===== src/rtl/input_conditioner.sv =====
// Board-input front end: synchronises raw pad inputs into clk_i, debounces the two
// push-buttons with independent FSMs (level + one-cycle press pulse) and filters the
// slide switches with a tick-sampled two-sample agreement filter.

// Debounce FSM for a single, already-synchronised button level.
//
//   state        | meaning
//   -------------+---------------------------------------------------------
//   IDLE         | button released and stable, level 0
//   PRESS_WAIT   | sync went high, counting stable high samples, level 0
//   HELD         | press accepted, level 1
//   RELEASE_WAIT | sync went low, counting stable low samples, level 1
module input_conditioner_btn #(
    parameter int DEBOUNCE_CYCLES = 1_000_000
) (
    input  logic clk_i,
    input  logic rst_n_i,
    input  logic sync_i,
    output logic level_o,
    output logic pulse_o
);

    localparam int CNT_W = (DEBOUNCE_CYCLES > 1) ? $clog2(DEBOUNCE_CYCLES) : 1;
    // The cycle that enters a wait state is the first stable sample, so the
    // window closes when the incremented count reaches DEBOUNCE_CYCLES-1.
    localparam logic [CNT_W-1:0] CNT_LAST = CNT_W'(DEBOUNCE_CYCLES - 1);

    typedef enum logic [1:0] {
        IDLE         = 2'd0,
        PRESS_WAIT   = 2'd1,
        HELD         = 2'd2,
        RELEASE_WAIT = 2'd3
    } state_e;

    state_e           state_q, state_d;
    logic [CNT_W-1:0] cnt_q, cnt_d;
    logic [CNT_W-1:0] cnt_inc;
    logic             level_q, level_d;
    logic             pulse_q, pulse_d;

    assign cnt_inc = cnt_q + CNT_W'(1);

    // State, counter and registered outputs.
    always_ff @(posedge clk_i or negedge rst_n_i) begin
        if (!rst_n_i) begin
            state_q <= IDLE;
            cnt_q   <= '0;
            level_q <= 1'b0;
            pulse_q <= 1'b0;
        end else begin
            state_q <= state_d;
            cnt_q   <= cnt_d;
            level_q <= level_d;
            pulse_q <= pulse_d;
        end
    end

    // Next-state and counter logic; any bounce drops back and restarts the window.
    always_comb begin
        state_d = state_q;
        cnt_d   = cnt_q;
        case (state_q)
            IDLE: begin
                if (sync_i) begin
                    state_d = PRESS_WAIT;
                    cnt_d   = '0;
                end
            end
            PRESS_WAIT: begin
                if (!sync_i) begin
                    state_d = IDLE;
                end else if (cnt_inc == CNT_LAST) begin
                    state_d = HELD;
                end else begin
                    cnt_d = cnt_inc;
                end
            end
            HELD: begin
                if (!sync_i) begin
                    state_d = RELEASE_WAIT;
                    cnt_d   = '0;
                end
            end
            RELEASE_WAIT: begin
                if (sync_i) begin
                    state_d = HELD;
                end else if (cnt_inc == CNT_LAST) begin
                    state_d = IDLE;
                end else begin
                    cnt_d = cnt_inc;
                end
            end
            default: begin
                state_d = IDLE;
                cnt_d   = '0;
            end
        endcase
    end

    // Output decode from the next state so level and pulse are registered together.
    always_comb begin
        level_d = (state_d == HELD) || (state_d == RELEASE_WAIT);
        pulse_d = (state_q == PRESS_WAIT) && (state_d == HELD);
    end

    assign level_o = level_q;
    assign pulse_o = pulse_q;

endmodule

module input_conditioner #(
    parameter int DEBOUNCE_CYCLES = 1_000_000,
    parameter int SYNC_STAGES     = 2,
    parameter int NUM_SW          = 16
) (
    input  logic              clk_i,
    input  logic              rst_n_i,
    input  logic              btn_l_raw_i,
    input  logic              btn_r_raw_i,
    input  logic [NUM_SW-1:0] sw_raw_i,
    output logic              btn_l_o,
    output logic              btn_r_o,
    output logic              btn_l_pulse_o,
    output logic              btn_r_pulse_o,
    output logic [NUM_SW-1:0] switch_o
);

    if (DEBOUNCE_CYCLES < 2) begin : g_bad_debounce
        $error("input_conditioner: DEBOUNCE_CYCLES must be >= 2");
    end
    if (SYNC_STAGES < 2) begin : g_bad_sync
        $error("input_conditioner: SYNC_STAGES must be >= 2");
    end

    localparam int RAW_W  = NUM_SW + 2;
    localparam int TICK_W = $clog2(DEBOUNCE_CYCLES);
    localparam logic [TICK_W-1:0] TICK_LAST = TICK_W'(DEBOUNCE_CYCLES - 1);

    // Bit 0 = left button, bit 1 = right button, upper bits = switches.
    logic [RAW_W-1:0]  sync_q [SYNC_STAGES];
    logic [RAW_W-1:0]  sync_last;
    logic [NUM_SW-1:0] sw_sync;

    logic [TICK_W-1:0] tick_cnt_q, tick_cnt_d;
    logic              tick;
    logic [NUM_SW-1:0] samp_q, samp_d;
    logic [NUM_SW-1:0] switch_q, switch_d;
    logic [NUM_SW-1:0] agree;

    // Synchroniser chain for every raw pad bit.
    always_ff @(posedge clk_i or negedge rst_n_i) begin
        if (!rst_n_i) begin
            for (int i = 0; i < SYNC_STAGES; i++) begin
                sync_q[i] <= '0;
            end
        end else begin
            sync_q[0] <= {sw_raw_i, btn_r_raw_i, btn_l_raw_i};
            for (int i = 1; i < SYNC_STAGES; i++) begin
                sync_q[i] <= sync_q[i-1];
            end
        end
    end

    assign sync_last = sync_q[SYNC_STAGES-1];
    assign sw_sync   = sync_last[RAW_W-1:2];

    input_conditioner_btn #(
        .DEBOUNCE_CYCLES (DEBOUNCE_CYCLES)
    ) u_btn_l (
        .clk_i   (clk_i),
        .rst_n_i (rst_n_i),
        .sync_i  (sync_last[0]),
        .level_o (btn_l_o),
        .pulse_o (btn_l_pulse_o)
    );

    input_conditioner_btn #(
        .DEBOUNCE_CYCLES (DEBOUNCE_CYCLES)
    ) u_btn_r (
        .clk_i   (clk_i),
        .rst_n_i (rst_n_i),
        .sync_i  (sync_last[1]),
        .level_o (btn_r_o),
        .pulse_o (btn_r_pulse_o)
    );

    assign tick  = (tick_cnt_q == TICK_LAST);
    assign agree = ~(sw_sync ^ samp_q);

    // Switch filter: a bit moves only when two consecutive tick samples agree.
    always_comb begin
        tick_cnt_d = tick ? '0 : tick_cnt_q + TICK_W'(1);
        samp_d     = samp_q;
        switch_d   = switch_q;
        if (tick) begin
            samp_d   = sw_sync;
            switch_d = (sw_sync & agree) | (switch_q & ~agree);
        end
    end

    // Tick counter, sample and debounced switch registers.
    always_ff @(posedge clk_i or negedge rst_n_i) begin
        if (!rst_n_i) begin
            tick_cnt_q <= '0;
            samp_q     <= '0;
            switch_q   <= '0;
        end else begin
            tick_cnt_q <= tick_cnt_d;
            samp_q     <= samp_d;
            switch_q   <= switch_d;
        end
    end

    assign switch_o = switch_q;

endmodule


===== config.mk =====
export PLATFORM = sky130hd
export DESIGN_NAME = input_conditioner
export DESIGN_NICKNAME = d
export VERILOG_FILES = /design/src/rtl/input_conditioner.sv
export SDC_FILE = /design/constraint.sdc
export NUM_CORES = 1
export LEC_CHECK = 0
export ABC_AREA = 1
export CAP_MARGIN = 25
export CORE_ASPECT_RATIO = 0.7
export CORE_MARGIN = 5
export CORE_UTILIZATION = 45
export CTS_CLUSTER_DIAMETER = 200
export CTS_CLUSTER_SIZE = 20
export DETAILED_ROUTE_END_ITERATION = 6
export SLEW_MARGIN = 25
export SYNTH_ARGS = -nofsm -noshare
export SYNTH_HDL_FRONTEND = slang
export SYNTH_SLANG_ARGS = --single-unit

===== constraint.sdc =====
create_clock -name clk_i -period 3.4 [get_ports clk_i]
set_clock_uncertainty 0.15 [all_clocks]
set_input_delay 0.85 -clock clk_i [delete_from_list [all_inputs] [get_ports clk_i]]
set_output_delay 0.85 -clock clk_i [all_outputs]
set_load 0.01 [all_outputs]

==> metrics.txt, run 1 <==
Clk Latency, worst-skew pair=420 ps; Total Routing Usage GR=17.3%; H-tree levels=4; sequential share of the synthesized area=52.2%; n_diodes=0; post-route setup TNS=0 ps; post-CTS resize count=0; Final nets=899; hold_buf cts=0; starting density of the core=46.4%; DRC=0; share of cells above drive strength 1=6.76%; Hold Path Depth=0; Clock Sinks=136; 1st-iter DRT viols=373; num rows=36; final hold violations=0; Area growth, synth to finish=18.0%; Vias/cell=4.99; Post-synth EDFFs=0; top routing layer used=met4; maximum vdd ir drop=0.368 mV; FF-to-FF path depth=13; Max Clk Rate=422 MHz; die footprint=0.0170 mm²; post-DR wirelength/cell=13.1 µm; Max-Cap Viols=0; Worst-path clk slew=60 ps; total CTS buffers=17; Finish-stage setup viols=0; Longest Clk Path Bufs=2; first-pass GRT wire length=24.4 mm; Post-Syn Area=0.00652 mm²; routed wl met2=6.14 mm; fin crit share=69.7%; post-synthesis register bit count=136; RSZ-0062 raised after global routing=no; Post-DP HPWL=9.65 mm; WL met3=641 µm; min Tclk post-route=2370 ps; Synth Instances=828; Syn Nets=853; critical path endpoint category=flop; Pleak=0.00364 µW; Worst slew margin=62.4%; Critical Path RT=3610 ps; Crit Path Class=reg -> reg; Core Region=0.0141 mm²; crit path max fanout=21; DP Area=0.00710 mm²; post-route ant nets=0; grt ovf=0; Port-buffer cells=39; Cell Pwr Density=468 mW/mm²; Die Height=111 µm; worst hold-check path type=reg -> reg; Final Power=3600 µW; ys flop type=dfrtp_1; RD Place Congestion=0.909; Die Span X=154 µm; TritonCTS clock tree=built; Worst-Margin Slew=559 ps; status=finished, final reports clean; CTS Root Cell=clkbuf_16; commonest non-fill, non-tap cells in the layout=nand2_1, nor2_1, dfrtp_1; synth unique cells=29; Worst setup SP type=flop; fin area=0.00769 mm²; layout filler cell count=1298; post-CTS setup buffers=0; vias in the first global route=5065; Initial DRT Pass Iterations=5; Via Count=5377; largest net degree at the start of global routing=61; CP Data Arrival Time=2580 ps; Met1 Wirelength=7.27 mm; commonest non-fill, non-tap cell in the layout=nand2_1; final WL=14.1 mm; Mean Syn Cell Area=7.87 µm²; fin. max-slew vios=0; boundary pin count=40; initial antenna violation count=0; warnings from Yosys=0; asr flop ratio synth=100%
routing by layer:
layer / vias to the layer above / global-route usage, %
li1: 2734 / -
met5: - / 0
met1: 2519 / 25.9
met4: 0 / 4.24
met2: 117 / 25.3
met3: 7 / 4.37
power breakdown:
| part | total, µW | internal (µW) | switching, µW |
|---|---|---|---|
| Combinational | 111 | 36.9 | 73.7 |
| Sequential | 1670 | 1650 | 21.9 |
| Clock | 1820 | 1040 | 779 |
area by class of cell:
class,instances,area [µm²],share of cell area [%]
clock buffer,17,425,5.53
clock inverter,15,165,2.15
inverter,80,300,3.91
multi-input combinational,591,2700,35.1
sequential,136,3400,44.3
tap,190,238,3.09
timing repair buffer,48,459,5.97
stage by stage:
stage / instances / hold slack, ps / utilization, % / setup WS (ps)
finish: 1077 / 196 / 54.7 / 1030
floorplan: 828 / 181 / - / 1380
global route: 1077 / 204 / 54.7 / 687
detailed placement: 1045 / 185 / 50.5 / 1090
global placement: 1045 / 182 / 50.5 / 1100
CTS: 1077 / 199 / 54.7 / 1020
worst max-delay path, stage by stage, from the launching register on:
cell	delay, ps
dfrtp_1	410
ha_1	220
nand3_2	130
inv_1	150
nand3_1	170
nor2_1	140
nand2_1	80
nand2_1	70
nand2_1	50
nor2_1	130
nand3_2	100
nand2_2	330
nand2_1	110
nand2_1	80
worst paths after layout:
path	start	slack [ps]	end
max	u_btn_r.cnt_q[0]	1030	u_btn_r.cnt_q[12]
min	sync_q[20]	200	sync_last[2]
max reg2reg	u_btn_r.cnt_q[0]	1030	u_btn_r.cnt_q[12]
min reg2reg	sync_q[20]	200	sync_last[2]
max in group asynchronous	rst_n_i	2100	u_btn_l.cnt_q[8]
min in group asynchronous	rst_n_i	240	sync_q[19]
cells in the mapped netlist, types with 5 or more instances:
cell	number	area, µm²
o21ai_0	62	310
nor2_2	5	31.3
nor3_1	10	50.1
dfrtp_1	136	3400
buf_2	6	30.0
a21oi_1	20	100
ha_1	5	62.6
inv_1	77	289
nand2_1	218	818
clkbuf_1	10	37.5
nor2_1	140	526
nand3_1	76	380
nand4_1	20	125
xor2_1	9	78.8
kinds of logic after synthesis:
| family | after synthesis | share of synthesized area, % |
|---|---|---|
| buffers and inverters | 101 | 6.39 |
| AND/OR/NAND/NOR | 485 | 31.7 |
| flip-flops | 136 | 52.2 |
| XOR/XNOR | 13 | 1.75 |
| adder cells (fa/ha/maj) | 5 | 0.960 |
| AO/OA/AOI/OAI | 88 | 6.99 |
(Power assumes the default switching activity.)
==> run 2: changes to the inputs <==
--- a/config.mk
+++ b/config.mk
@@ -13,6 +13,7 @@
 export CTS_CLUSTER_DIAMETER = 200
 export CTS_CLUSTER_SIZE = 20
 export DETAILED_ROUTE_END_ITERATION = 6
+export PLACE_DENSITY = 0.66
 export SLEW_MARGIN = 25
 export SYNTH_ARGS = -nofsm -noshare
 export SYNTH_HDL_FRONTEND = slang
==> constraint.sdc (replaced) <==
create_clock -name clk_i -period 1.95 [get_ports clk_i]
set_clock_uncertainty 0.15 [all_clocks]
set_input_delay 0.4875 -clock clk_i [delete_from_list [all_inputs] [get_ports clk_i]]
set_output_delay 0.4875 -clock clk_i [all_outputs]
set_load 0.01 [all_outputs]
==> run 2 against run 1 <==
  * The run now ends with setup timing left
  * Die area is the same
  * Register-to-register slack lost 1400 ps
  * Critical path depth grew 1
  * Global-route usage grew 1.3 points
  * Sequential power grew 76%
  * Core utilization grew 14 points
  * Sequential share of layout area shrank 9.0 points
==> metrics.txt, run 2 (same netlist as run 1, synthesis figures left out) <==
Worst-Margin Slew=525 ps (-33.6 ps); grt ovf=0 (unchanged); Port-buffer cells=39 (unchanged); largest net degree at the start of global routing=57 (-6.6%); Met1 Wirelength=8.55 mm (+18%); failing checks=setup timing; Final nets=1016 (+13%); Vias/cell=5.09 (+1.9%); TritonCTS clock tree=built; RD Place Congestion=0.897 (-1.3%); crit path max fanout=5 (-76%); Cell Pwr Density=638 mW/mm² (+36%); Worst setup SP type=flop; Crit Path Class=reg -> reg; Worst slew margin=64.9% (+2.5 points); share of cells above drive strength 1=33.5% (+27 points); fin. max-slew vios=0 (unchanged); Pleak=0.00468 µW (+29%); n_diodes=0 (unchanged); Storage cell area=0.00341 mm² (+0.22%); post-route setup TNS=-15220 ps (-15220 ps); final hold violations=0 (unchanged); Initial DRT Pass Iterations=5 (unchanged); worst hold-check path type=reg -> reg; final WL=18.0 mm (+27%); H-tree levels=4 (unchanged); CTS Root Cell=clkbuf_16; pre-CTS setup slack=-227 ps (-1310 ps); starting density of the core=46.4% (unchanged); Post-DP HPWL=10.6 mm (+9.4%); RSZ-0062 raised after global routing=yes; WHS=196 ps (-0.533 ps); total CTS buffers=17 (unchanged); die footprint=0.0170 mm² (unchanged); top routing layer used=met4; Multi-input gate area=0.00350 mm² (+30%); Die Height=111 µm (unchanged); Core Region=0.0141 mm² (unchanged); WL met3=801 µm (+25%); 1st-iter DRT viols=486 (+30%); routed wl met2=8.36 mm (+36%); Finish-stage setup viols=76 (+76); Worst-path clk slew=60 ps (about the same); Area growth, synth to finish=48.4%; boundary pin count=40 (unchanged); vias in the first global route=5442 (+7.4%); Total Routing Usage GR=18.6% (+1.3 points); post-route ant nets=0 (unchanged); critical path endpoint category=flop; Clock Sinks=136 (unchanged); Final Core Density=68.8% (+14 points); commonest non-fill, non-tap cell in the layout=nand2_1; DRC=0 (unchanged); Die Span X=154 µm (unchanged); initial antenna violation count=0 (unchanged); fin area=0.00967 mm² (+26%); Longest Clk Path Bufs=2 (unchanged); min Tclk post-route=2270 ps (-95.9 ps); Clk Latency, worst-skew pair=420 ps (about the same); layout filler cell count=1077 (-17%); Via Count=6067 (+13%); first-pass GRT wire length=26.4 mm (+8.3%); CP Data Arrival Time=2480 ps (-100 ps); post-DR wirelength/cell=15.1 µm (+15%); commonest non-fill, non-tap cells in the layout=nand2_1, dfrtp_1, nor2_1; Max Clk Rate=440 MHz (+4.2%); num rows=36 (unchanged); Final Worst Setup Slack=-324 ps (-1350 ps); fin crit share=117% (+47 points); Critical Path RT=2150 ps (-1460 ps); Max-Cap Viols=0 (unchanged); maximum vdd ir drop=0.842 mV (+130%); status=finished with violations; DP Area=0.00780 mm² (+9.9%)
-- run 2: cell types whose count changed in the layout (fill, tap and decap cells not counted), sizes merged --
cell / change
inv: -4
clkinv: +1
dlygate4sd3: +1
dlygate4sd2: +16
clkbuf: +12
clkdlybuf4s50: -18
buf: +106
bufinv: -1
dlymetal6s2s: +2
-- run 2: area by class of cell --
cell class / count / share of cell area, %
clock inverter: 11 / 0.802
timing repair buffer: 165 / 17.6
multi-input combinational: 591 / 36.2
inverter: 80 / 3.18
sequential: 136 / 35.3
clock buffer: 19 / 4.58
tap: 190 / 2.46
-- run 2: final timing paths --
check / start / end / slack, ps / depth (start not counted)
max: u_btn_l.cnt_q[0] / u_btn_l.cnt_q[18] / -320 / 14
min reg2reg: sync_q[34] / sync_last[16] / 200 / 0
min in group asynchronous: rst_n_i / u_btn_r.cnt_q[2] / 330 / 2
min: sync_q[34] / sync_last[16] / 200 / 0
max reg2reg: u_btn_l.cnt_q[0] / u_btn_l.cnt_q[18] / -320 / 14
max in group asynchronous: rst_n_i / tick_cnt_q[18] / 710 / 3
-- run 2: power breakdown --
group | total [µW] | internal (µW) | switching (µW)
logic | 347 | 158 | 189
registers | 2940 | 2880 | 58.1
clock network | 2890 | 1640 | 1240
total | 6170 | 4680 | 1490
-- run 2: repair_timing --
action	CTS	global route
buffers inserted	2	17
gates cloned	1	14
resized for setup	45	260
hold endpoints to repair	17	0
hold buffers	1	0
endpoints found under the setup margin	64	84
pin swaps	2	56
-- run 2: layer usage --
metal	vias up	GRT usage (%)
met4	0	5.18
met2	148	27.3
met3	34	3.36
li1	2990	-
met5	-	0
met1	2895	28.4
-- run 2: worst max-delay path: stages (launching register included) --
cell and delay, ps:
dfrtp_1 390, buf_4 150, nand3_1 130, nor2_1 230, nand3_1 130, nand2_1 100
nand2_1 60, nor2_1 130, nand2_1 90, nor2_2 130, nand3_4 140, nand2_8 130
clkbuf_16 170, nand2_4 40, nand2_1 50
-- run 2: metrics by stage --
step           std cells  total power, µW
2_1_floorplan        828             3040
5_1_grt             1192             6370
6_report            1192             6170
3_3_place_gp        1128             3220
3_5_place_dp        1128             3220
4_1_cts             1162             6100
